File: config.mk
export PLATFORM = sky130hd
export DESIGN_NAME = mmio_uart_tx
export DESIGN_NICKNAME = d
export VERILOG_FILES = /design/src/rtl/uart_pkg.sv /design/src/rtl/sync_fifo.sv /design/src/rtl/mmio_uart_tx.sv
export SDC_FILE = /design/constraint.sdc
export NUM_CORES = 1
export LEC_CHECK = 0
export ABC_AREA = 1
export BUFFER_PORTS_ARGS = -buffer_cell sky130_fd_sc_hd__clkbuf_2
export CAP_MARGIN = 40
export CELL_PAD_IN_SITES_DETAIL_PLACEMENT = 1
export CELL_PAD_IN_SITES_GLOBAL_PLACEMENT = 1
export CORE_MARGIN = 1.5
export CORE_UTILIZATION = 42
export DETAILED_ROUTE_END_ITERATION = 16
export GPL_TIMING_DRIVEN = 0
export PLACE_DENSITY = 0.84
export SYNTH_ARGS = -nofsm -noshare
export SYNTH_HDL_FRONTEND = slang
export SYNTH_HIERARCHICAL = 1
export SYNTH_SLANG_ARGS = --single-unit
File: constraint.sdc
create_clock -name clk -period 2.92 [get_ports clk]
set_clock_uncertainty 0.2 [all_clocks]
set_input_delay 0.292 -clock clk [delete_from_list [all_inputs] [get_ports clk]]
set_output_delay 0.292 -clock clk [all_outputs]
set_load 0.1 [all_outputs]
File: src/rtl/uart_pkg.sv
// Shared state type, register offsets and STATUS bit positions for the MMIO UART transmitter.
// Build option: UART_TX_PARITY_EN inserts an even-parity bit between the data bits and the stop bit.
package uart_pkg;

    typedef enum logic [2:0] {
        IDLE,
        START,
        DATA,
`ifdef UART_TX_PARITY_EN
        PARITY,
`endif
        STOP
    } tx_state_e;

    localparam logic [2:0] TXDATA_OFS = 3'h0;
    localparam logic [2:0] STATUS_OFS = 3'h4;

    localparam int STAT_FULL     = 0;
    localparam int STAT_EMPTY    = 1;
    localparam int STAT_BUSY     = 2;
    localparam int STAT_OVERFLOW = 3;

endpackage

File: src/rtl/sync_fifo.sv
// Single-clock FIFO with show-ahead read data; pushes while full and pops while empty are ignored.
module sync_fifo #(
    parameter int WIDTH = 8,
    parameter int DEPTH = 8
) (
    input  logic             clk,
    input  logic             reset_n,
    input  logic             push,
    input  logic [WIDTH-1:0] push_data,
    input  logic             pop,
    output logic [WIDTH-1:0] pop_data,
    output logic             full,
    output logic             empty
);

    localparam int AW = $clog2(DEPTH);
    localparam logic [AW:0] PTR_ONE = {{AW{1'b0}}, 1'b1};

    logic [AW:0]      wr_ptr_q, wr_ptr_d;
    logic [AW:0]      rd_ptr_q, rd_ptr_d;
    logic [WIDTH-1:0] mem_q [DEPTH];
    logic             push_ok;
    logic             pop_ok;

    // Pointers carry one extra wrap bit so full and empty are distinguishable.
    assign empty    = (wr_ptr_q == rd_ptr_q);
    assign full     = (wr_ptr_q[AW] != rd_ptr_q[AW]) && (wr_ptr_q[AW-1:0] == rd_ptr_q[AW-1:0]);
    assign push_ok  = push && !full;
    assign pop_ok   = pop && !empty;
    assign pop_data = mem_q[rd_ptr_q[AW-1:0]];

    always_comb begin
        wr_ptr_d = wr_ptr_q;
        rd_ptr_d = rd_ptr_q;
        if (push_ok) wr_ptr_d = wr_ptr_q + PTR_ONE;
        if (pop_ok)  rd_ptr_d = rd_ptr_q + PTR_ONE;
    end

    always_ff @(posedge clk or negedge reset_n) begin
        if (!reset_n) begin
            wr_ptr_q <= '0;
            rd_ptr_q <= '0;
        end else begin
            wr_ptr_q <= wr_ptr_d;
            rd_ptr_q <= rd_ptr_d;
        end
    end

    always_ff @(posedge clk) begin
        if (push_ok) mem_q[wr_ptr_q[AW-1:0]] <= push_data;
    end

endmodule

File: src/rtl/mmio_uart_tx.sv
// Memory-mapped UART transmitter: TXDATA stores feed a FIFO that is serialised 8N1 on tx.
// Build option: UART_TX_PARITY_EN adds an even-parity bit (8E1 framing).
module mmio_uart_tx
    import uart_pkg::*;
#(
    parameter logic [31:0] BASE_ADDR    = 32'hFFFF_0000,
    parameter int          CLKS_PER_BIT = 434,
    parameter int          FIFO_DEPTH   = 8
) (
    input  logic        clk,
    input  logic        reset_n,
    input  logic [31:0] A,
    input  logic        WE,
    input  logic [31:0] WD,
    output logic [31:0] RD,
    output logic        sel,
    output logic        tx,
    output logic        busy
);

    localparam int BAUD_W = (CLKS_PER_BIT > 1) ? $clog2(CLKS_PER_BIT) : 1;
    localparam logic [BAUD_W-1:0] BAUD_LAST = BAUD_W'(CLKS_PER_BIT - 1);
    localparam logic [BAUD_W-1:0] BAUD_ONE  = BAUD_W'(1);

    tx_state_e         state_q, state_d;
    logic [BAUD_W-1:0] baud_q, baud_d;
    logic [2:0]        bit_idx_q, bit_idx_d;
    logic [7:0]        shift_q, shift_d;
    logic              tx_q, tx_d;
    logic              overflow_q, overflow_d;
`ifdef UART_TX_PARITY_EN
    logic              parity_q, parity_d;
`endif

    logic        is_status;
    logic        push_req;
    logic        clr_overflow;
    logic        fifo_pop;
    logic        fifo_full;
    logic        fifo_empty;
    logic [7:0]  fifo_data;
    logic        bit_end;
    logic        load;
    logic [31:0] status_word;
    logic        unused_ok;

    assign sel          = (A[31:3] == BASE_ADDR[31:3]);
    assign is_status    = ({A[2], 2'b00} == STATUS_OFS);
    assign push_req     = sel && WE && ({A[2], 2'b00} == TXDATA_OFS);
    assign clr_overflow = sel && WE && is_status && WD[STAT_OVERFLOW];
    assign unused_ok    = ^{WD[31:8], WD[6:4], WD[2:0], A[1:0]};

    sync_fifo #(
        .WIDTH(8),
        .DEPTH(FIFO_DEPTH)
    ) u_fifo (
        .clk      (clk),
        .reset_n  (reset_n),
        .push     (push_req),
        .push_data(WD[7:0]),
        .pop      (fifo_pop),
        .pop_data (fifo_data),
        .full     (fifo_full),
        .empty    (fifo_empty)
    );

    assign busy = (state_q != IDLE) || !fifo_empty;
    assign tx   = tx_q;

    always_comb begin
        status_word                = '0;
        status_word[STAT_FULL]     = fifo_full;
        status_word[STAT_EMPTY]    = fifo_empty;
        status_word[STAT_BUSY]     = busy;
        status_word[STAT_OVERFLOW] = overflow_q;
        RD = (sel && is_status) ? status_word : 32'h0;
    end

    assign bit_end = (baud_q == BAUD_LAST);

    // Next-state logic; a pop at the end of STOP chains straight into START so frames run back to back.
    always_comb begin
        state_d    = state_q;
        baud_d     = baud_q;
        bit_idx_d  = bit_idx_q;
        shift_d    = shift_q;
        tx_d       = tx_q;
        overflow_d = overflow_q;
        fifo_pop   = 1'b0;
        load       = 1'b0;
`ifdef UART_TX_PARITY_EN
        parity_d   = parity_q;
`endif

        if (push_req && fifo_full) overflow_d = 1'b1;
        else if (clr_overflow)     overflow_d = 1'b0;

        if (state_q != IDLE) baud_d = bit_end ? '0 : baud_q + BAUD_ONE;

        unique case (state_q)
            IDLE: begin
                if (!fifo_empty) load = 1'b1;
            end
            START: begin
                if (bit_end) begin
                    state_d   = DATA;
                    bit_idx_d = 3'd0;
                    tx_d      = shift_q[0];
                end
            end
            DATA: begin
                if (bit_end) begin
                    if (bit_idx_q == 3'd7) begin
`ifdef UART_TX_PARITY_EN
                        state_d = PARITY;
                        tx_d    = parity_q;
`else
                        state_d = STOP;
                        tx_d    = 1'b1;
`endif
                    end else begin
                        bit_idx_d = bit_idx_q + 3'd1;
                        shift_d   = {1'b0, shift_q[7:1]};
                        tx_d      = shift_q[1];
                    end
                end
            end
`ifdef UART_TX_PARITY_EN
            PARITY: begin
                if (bit_end) begin
                    state_d = STOP;
                    tx_d    = 1'b1;
                end
            end
`endif
            STOP: begin
                if (bit_end) begin
                    if (!fifo_empty) begin
                        load = 1'b1;
                    end else begin
                        state_d = IDLE;
                        tx_d    = 1'b1;
                    end
                end
            end
            default: begin
                state_d = IDLE;
                tx_d    = 1'b1;
            end
        endcase

        if (load) begin
            fifo_pop = 1'b1;
            shift_d  = fifo_data;
            state_d  = START;
            baud_d   = '0;
            tx_d     = 1'b0;
`ifdef UART_TX_PARITY_EN
            parity_d = ^fifo_data;
`endif
        end
    end

    always_ff @(posedge clk or negedge reset_n) begin
        if (!reset_n) begin
            state_q    <= IDLE;
            baud_q     <= '0;
            bit_idx_q  <= 3'd0;
            shift_q    <= 8'h00;
            tx_q       <= 1'b1;
            overflow_q <= 1'b0;
`ifdef UART_TX_PARITY_EN
            parity_q   <= 1'b0;
`endif
        end else begin
            state_q    <= state_d;
            baud_q     <= baud_d;
            bit_idx_q  <= bit_idx_d;
            shift_q    <= shift_d;
            tx_q       <= tx_d;
            overflow_q <= overflow_d;
`ifdef UART_TX_PARITY_EN
            parity_q   <= parity_d;
`endif
        end
    end

endmodule

==> results_dict.tcl, run 1 <==
set metrics [dict create \
    stdcell_count 723 \
    drc_errors 0 \
    die_h_um 109 \
    clk_pin_slew_ns 0.07 \
    crit_family "buffers and inverters" \
    tightest_slew_ns 0.827 \
    grt_pass1_wl_mm 18.7 \
    tns_ns 0 \
    syn_inst 492 \
    cp.depth 9 \
    cpMaxStageDelayCell "clkbuf_2" \
    timing_hold_violations_final 0 \
    layout_common_cells "nand2_1, nor2_1, edfxtp_1" \
    grt_remaining_overflow 0 \
    synthFlopType "edfxtp_1" \
    synth_area_leader_cell "edfxtp_1" \
    port_buffers 47 \
    dieWidth_um 109 \
    grt_pass1_vias 3869 \
    async_flop_share 0.333 \
    hpwlAfterDp_mm 8.48 \
    crit_buf_inv 4 \
    synth.top_cells.by_area "edfxtp_1, dfrtp_1, nand2_1, nor2_1, buf_4" \
    status "finished, final reports clean" \
    critPathCaptureType "primary output" \
    crit_fanout 10 \
    cts_sinks 96 \
    die-area_sq_um 12000 \
    cts_buffer_depth 2 \
    powerDensity_nw_per_um2 510 \
    hold_class "input port to flip-flop" \
    h-tree-depth 3 \
    syn_to_final_growth_pct 17.2 \
    cts_root_buf "clkbuf_16" \
    finalCriticalPeriod_ns 2.69 \
    setup_viol 0 \
    leakage_uw 0.00250 \
    ir_worst_vdd_mv 0.351 \
    slew_violations 0 \
    vias 3753 \
    final_common_cell "nand2_1" \
    whs_ns 0.0287 \
    cts_tree "built" \
    crit_type "flip-flop to primary output" \
    cts_resized 0 \
    cap_violations 0 \
    cts_setup_buffers 0 \
    grt_max_degree 33 \
    synth_top_area_frac 0.404 \
    rsz0062_at_grt "no" \
    antenna_found_initial 0 \
    crit_start "u_fifo/rd_ptr_q[1]$_DFFE_PN0P_" \
    synth-warning-count 6 \
    wirelength_mm 11.7 \
    dr.pass1.iters 4 \
    cp-start-kind "flip-flop" \
    cp_cell_sequence "buf_2, nand2_1, nand2_1, a21oi_2, nand2_2, inv_1, inv_2, nor2_2, clkbuf_2" \
    synth_edf_count 64 \
    wl_per_cell_um 16.1 \
    period_share 0.921 \
    coreArea_sq_um 10900 \
    drive_above_1_share 0.245 \
    vias_per_cell 5.19 \
    ys_seq_area_frac 0.572 \
    ys_ff_latch 96 \
    r2r_slack_ns 0.35 \
    drtIter0Drc 218 \
    grt_use_total 0.209 \
    worstReg2RegEnd "baud_q[8]$_DFFE_PN0P_" \
    placedCellCount 706 \
    antenna-diode-count 0 \
    place_congestion 0.767 \
    slew_headroom 0.448 \
    nFillCells 1285 \
    cpMostUsedCell "nand2_1" \
    dpl_cell_area_sq_um 5280 \
    final_area_sq_um 5580 \
    cts_buffers 9 \
    ioPinCount 102 \
    arrival_ns 2.20 \
    fmax_mhz 372 \
    netlist-cell-type-count 42 \
    ff2ff_path_depth 15 \
    rows 38 \
    initial_core_util 0.435 \
    syn_avg_cell_area_sq_um 9.68 \
    syn_area_sq_um 4760 \
    fin_nets 655 \
    crit_path_end "RD[1]" \
    p_total_uw 2840 \
    max_stage_delay_ns 0.46 \
    worstSkewPairLatency_ns 0.35 \
    detail-route-antenna-nets 0 \
    reg2reg_from "u_fifo/rd_ptr_q[1]$_DFFE_PN0P_" \
    cp.required_ns 2.43 \
]
[power by group]
part / total (uW) / internal (uW) / switching [uW] / leakage, uW
combinational: 240 / 47.9 / 192 / 0.00134
sequential: 1450 / 1450 / 0.0000727 / 0.00102
clock: 1150 / 600 / 551 / 0.000141
[cell usage after synthesis, types with 3 or more instances]
master	number
nand2_1	112
nor2_1	67
edfxtp_1	64
o21ai_0	33
dfrtp_1	31
buf_4	28
nand3_1	22
inv_1	20
o22ai_1	16
inv_2	15
ha_1	10
buf_2	9
nand2_2	8
nand4_1	6
o211ai_1	5
xor2_1	5
o21ai_1	4
a21oi_1	3
o21ai_2	3
[stage by stage]
step            util  setup WS, ns
3_3_place_gp   0.483         0.293
5_1_grt        0.510        0.0832
3_5_place_dp   0.483         0.237
2_1_floorplan      -        -0.226
4_1_cts        0.510         0.213
6_report       0.510         0.230
[cell type report]
| class | count | area [sq um] | share of cell area |
|---|---|---|---|
| buffer | 41 | 280 | 0.0502 |
| clock buffer | 10 | 229 | 0.0410 |
| clock inverter | 6 | 55.1 | 0.00987 |
| inverter | 35 | 131 | 0.0236 |
| multi-input combinational | 347 | 1740 | 0.312 |
| sequential | 96 | 2720 | 0.488 |
| tap | 140 | 175 | 0.0314 |
| timing repair buffer | 48 | 245 | 0.0440 |
[logic make-up (layout without fill, tap and decap cells)]
logic type,after synthesis,in the layout,share of synthesized area
AND/OR/NAND/NOR,230,230,0.211
flip-flops,96,96,0.572
buffers and inverters,76,140,0.0865
AO/OA/AOI/OAI,74,74,0.0944
adder cells (fa/ha/maj),10,10,0.0263
XOR/XNOR,5,5,0.00920
other,1,28,0.000788
[routing by layer]
metal | track usage | routed length, um | up-vias
met5 | 0 | 0 | -
met3 | 0.0373 | 533 | 13
li1 | - | - | 1788
met1 | 0.253 | 4720 | 1866
met4 | 0.0751 | 154 | 0
met2 | 0.371 | 6250 | 86
[timing repair]
action,in CTS,in global routing
setup endpoints to repair,0,0
hold buffers,1,0
hold endpoints to repair,31,0
[tightest hold or removal path, delay by kind of cell]
family / cells / cell delay (ns)
simple gates: 2 / 0.15
buf+inv: 1 / 0.10
[registers in the layout, summed over array words and instances (netlist names)]
register and count:
u_fifo/mem_q 64, u_fifo/wr_ptr_q 4, shift_q 8, overflow_q 1, u_fifo/rd_ptr_q 4, baud_q 9, bit_idx_q 3, state_q 2
tx 1
[how the worst min path moves through the flow]
stage | startpoint | end | slack, ns | cells after the start
finish | WE | overflow_q$_DFFE_PN0P_ | 0.03 | 3
global route | WD[6] | u_fifo/mem_q[3][6]$_DFFE_PP_ | 0.05 | 1
CTS | WE | overflow_q$_DFFE_PN0P_ | 0.02 | 3
detailed placement | reset_n | baud_q[3]$_DFFE_PN0P_ | 0.23 | 1
global placement | reset_n | baud_q[5]$_DFFE_PN0P_ | 0.22 | 1
floorplan | reset_n | baud_q[0]$_DFFE_PN0P_ | -0.20 | 0
No activity file was read; power rests on OpenSTA's default activity.
==> run 2, diff against run 1 <==
--- a/config.mk
+++ b/config.mk
@@ -9,12 +9,13 @@
 export BUFFER_PORTS_ARGS = -buffer_cell sky130_fd_sc_hd__clkbuf_2
 export CAP_MARGIN = 40
 export CELL_PAD_IN_SITES_DETAIL_PLACEMENT = 1
-export CELL_PAD_IN_SITES_GLOBAL_PLACEMENT = 1
+export CELL_PAD_IN_SITES_GLOBAL_PLACEMENT = 2
 export CORE_MARGIN = 1.5
-export CORE_UTILIZATION = 42
+export CORE_UTILIZATION = 33
 export DETAILED_ROUTE_END_ITERATION = 16
 export GPL_TIMING_DRIVEN = 0
-export PLACE_DENSITY = 0.84
+export PLACE_DENSITY = 0.82
+export SETUP_SLACK_MARGIN = 0.1
 export SYNTH_ARGS = -nofsm -noshare
 export SYNTH_HDL_FRONTEND = slang
 export SYNTH_HIERARCHICAL = 1
==> run 2 against run 1 <==
  * Non-clock buffer count grew 4
  * Total power shrank 0.37%
  * Hold slack lost 0.0053 ns
  * Wire length shrank 2.1%
  * Via count shrank 3.6%
  * Clock-buffer cell count is the same
  * Flip-flop and latch count is the same
  * Sequential power is essentially flat
  * Die area grew 26%
  * Global-route usage shrank 4.7 points
==> results_dict.tcl, run 2 (synthesized netlist as in run 1, its figures left out) <==
set metrics [dict create \
    crit_buf_inv 5 \
    grt_remaining_overflow 0 \
    placedCellCount 749 \
    timing_hold_violations_final 0 \
    grt_max_degree 25 \
    h-tree-depth 3 \
    setup_viol 0 \
    fin_nets 659 \
    drc_errors 0 \
    crit_type "flip-flop to primary output" \
    finalCriticalPeriod_ns 2.63 \
    hold_class "input port to flip-flop" \
    coreArea_sq_um 14000 \
    place_congestion 0.756 \
    grt_pass1_vias 3675 \
    hold_start "WD[4]" \
    wl_per_cell_um 14.9 \
    layout_common_cells "nand2_1, nor2_1, edfxtp_1" \
    wirelength_mm 11.4 \
    cts_tree "built" \
    cts_buffers 9 \
    slew_headroom 0.437 \
    r2r_slack_ns 0.37 \
    p_int_uw 2100 \
    pre_cts_ws_ns 0.251 \
    drive_above_1_share 0.254 \
    drtIter0Drc 134 \
    vias_per_cell 4.72 \
    grt_pass1_wl_mm 18.7 \
    reg2reg_from "u_fifo/rd_ptr_q[1]$_DFFE_PN0P_" \
    cp.required_ns 2.43 \
    max_stage_delay_ns 0.40 \
    whs_ns 0.0235 \
    cts_root_buf "clkbuf_16" \
    powerDensity_nw_per_um2 496 \
    ioPinCount 102 \
    hpwlAfterDp_mm 8.36 \
    pwr-share-clk 0.402 \
    detail-route-antenna-nets 0 \
    worstSkewPairLatency_ns 0.35 \
    crit_fanout 9 \
    worstReg2RegEnd "baud_q[8]$_DFFE_PN0P_" \
    slew_violations 0 \
    cpMaxStageDelayCell "dfrtp_1" \
    largest_register_ffs 64 \
    power_frac_seq 0.513 \
    vias 3619 \
    ir_worst_vdd_mv 0.311 \
    fmax_mhz 381 \
    rows 43 \
    final_common_cell "nand2_1" \
    tightest_slew_ns 0.841 \
    leakage_uw 0.00252 \
    clk_pin_slew_ns 0.07 \
    switching_power_uw 729 \
    critPathCaptureType "primary output" \
    antenna_found_initial 0 \
    grt_use_total 0.161 \
    cts_buffer_depth 2 \
    port_buffers 47 \
    die_h_um 123 \
    ff2ff_path_depth 15 \
    fin_ws_ns 0.292 \
    p_total_uw 2830 \
    die-area_sq_um 15200 \
    status "finished, final reports clean" \
    hold_depth 1 \
    tns_ns 0 \
    cap_violations 0 \
    cp-start-kind "flip-flop" \
    stdcell_count 767 \
    initial_core_util 0.340 \
    cts_sinks 96 \
    hold_end "u_fifo/mem_q[3][4]$_DFFE_PP_" \
    cp_cell_sequence "buf_2, inv_2, nand2_2, a21oi_2, nand2_2, inv_1, inv_2, nor2_4, clkbuf_4" \
    combPwrFrac 0.086 \
    dr.pass1.iters 4 \
    crit_start "u_fifo/rd_ptr_q[0]$_DFFE_PN0P_" \
    period_share 0.900 \
    power_switching_share 0.257 \
    antenna-diode-count 0 \
    syn_to_final_growth_pct 19.9 \
    dieWidth_um 123 \
    arrival_ns 2.14 \
    crit_family "buffers and inverters" \
    rsz0062_at_grt "no" \
]
## run 2: cell count changes in the layout (fill, tap and decap cells not counted), sizes merged
cell      before  now
clkinvlp       0    1
buf           38   41
clkinv         0    1
clkbuf        60   61
inv           41   39
## run 2: area by class of cell
class	instances	area, sq um
Tap cell	180	225
Clock inverter	6	61.3
Buffer	41	283
Inverter	35	131
Fill cell	1646	8280
Multi-Input combinational cell	347	1760
Clock buffer	10	229
Sequential cell	96	2720
Timing Repair Buffer	52	293
## run 2: repair_timing
| item | 4_1_cts | 5_1_grt |
|---|---|---|
| setup endpoints to repair | 0 | 3 |
| endpoints found under the hold margin | 32 | 0 |
| buffers inserted | 0 | 0 |
| gates resized for setup | 0 | 6 |
| hold buffers | 1 | 0 |
## run 2: power groups by stage
stage / sequential, uW / clock [uW] / combinational [uW]
floorplan: 1480 / 0 / 190
global placement: 1480 / 0 / 236
detailed placement: 1480 / 0 / 242
CTS: 1450 / 1170 / 243
global route: 1450 / 1220 / 257
finish: 1450 / 1140 / 243
## run 2: per-stage QoR
| step | util | instance area [sq um] |
|---|---|---|
| 2_1_floorplan | - | 4900 |
| 3_3_place_gp | 0.383 | 5360 |
| 3_5_place_dp | 0.386 | 5390 |
| 4_1_cts | 0.407 | 5690 |
| 5_1_grt | 0.408 | 5710 |
| 6_report | 0.408 | 5710 |
## run 2: per-layer routing
metal | part of all wire | vias up | global-route usage
li1 | - | 1789 | -
met1 | 0.45 | 1751 | 0.202
met2 | 0.50 | 66 | 0.282
met3 | 0.033 | 13 | 0.0304
met4 | 0.012 | 0 | 0.0503
met5 | 0 | - | 0
## run 2: worst reg2reg max path, stage by stage (launching register included)
cell and delay (ns):
dfrtp_1 0.41, clkbuf_4 0.25, nand2_1 0.07, nand2_1 0.11, a21oi_2 0.05, nand2_2 0.12, inv_1 0.12, inv_2 0.13
nand2_2 0.09, nand2_2 0.14, nand4_1 0.13, nor2_1 0.15, nand2_1 0.11, nor2_1 0.13, nand2_1 0.05, nor3b_2 0.15
## run 2: worst max-delay path by stage
stage,end,slack [ns],cells past startpoint
3_5_place_dp,u_fifo/mem_q[4][5]$_DFFE_PP_,0.25,8
3_3_place_gp,u_fifo/mem_q[2][5]$_DFFE_PP_,0.25,8
2_1_floorplan,RD[2],0.34,6
6_report,RD[1],0.29,9
4_1_cts,RD[1],0.12,9
5_1_grt,baud_q[8]$_DFFE_PN0P_,0.10,15
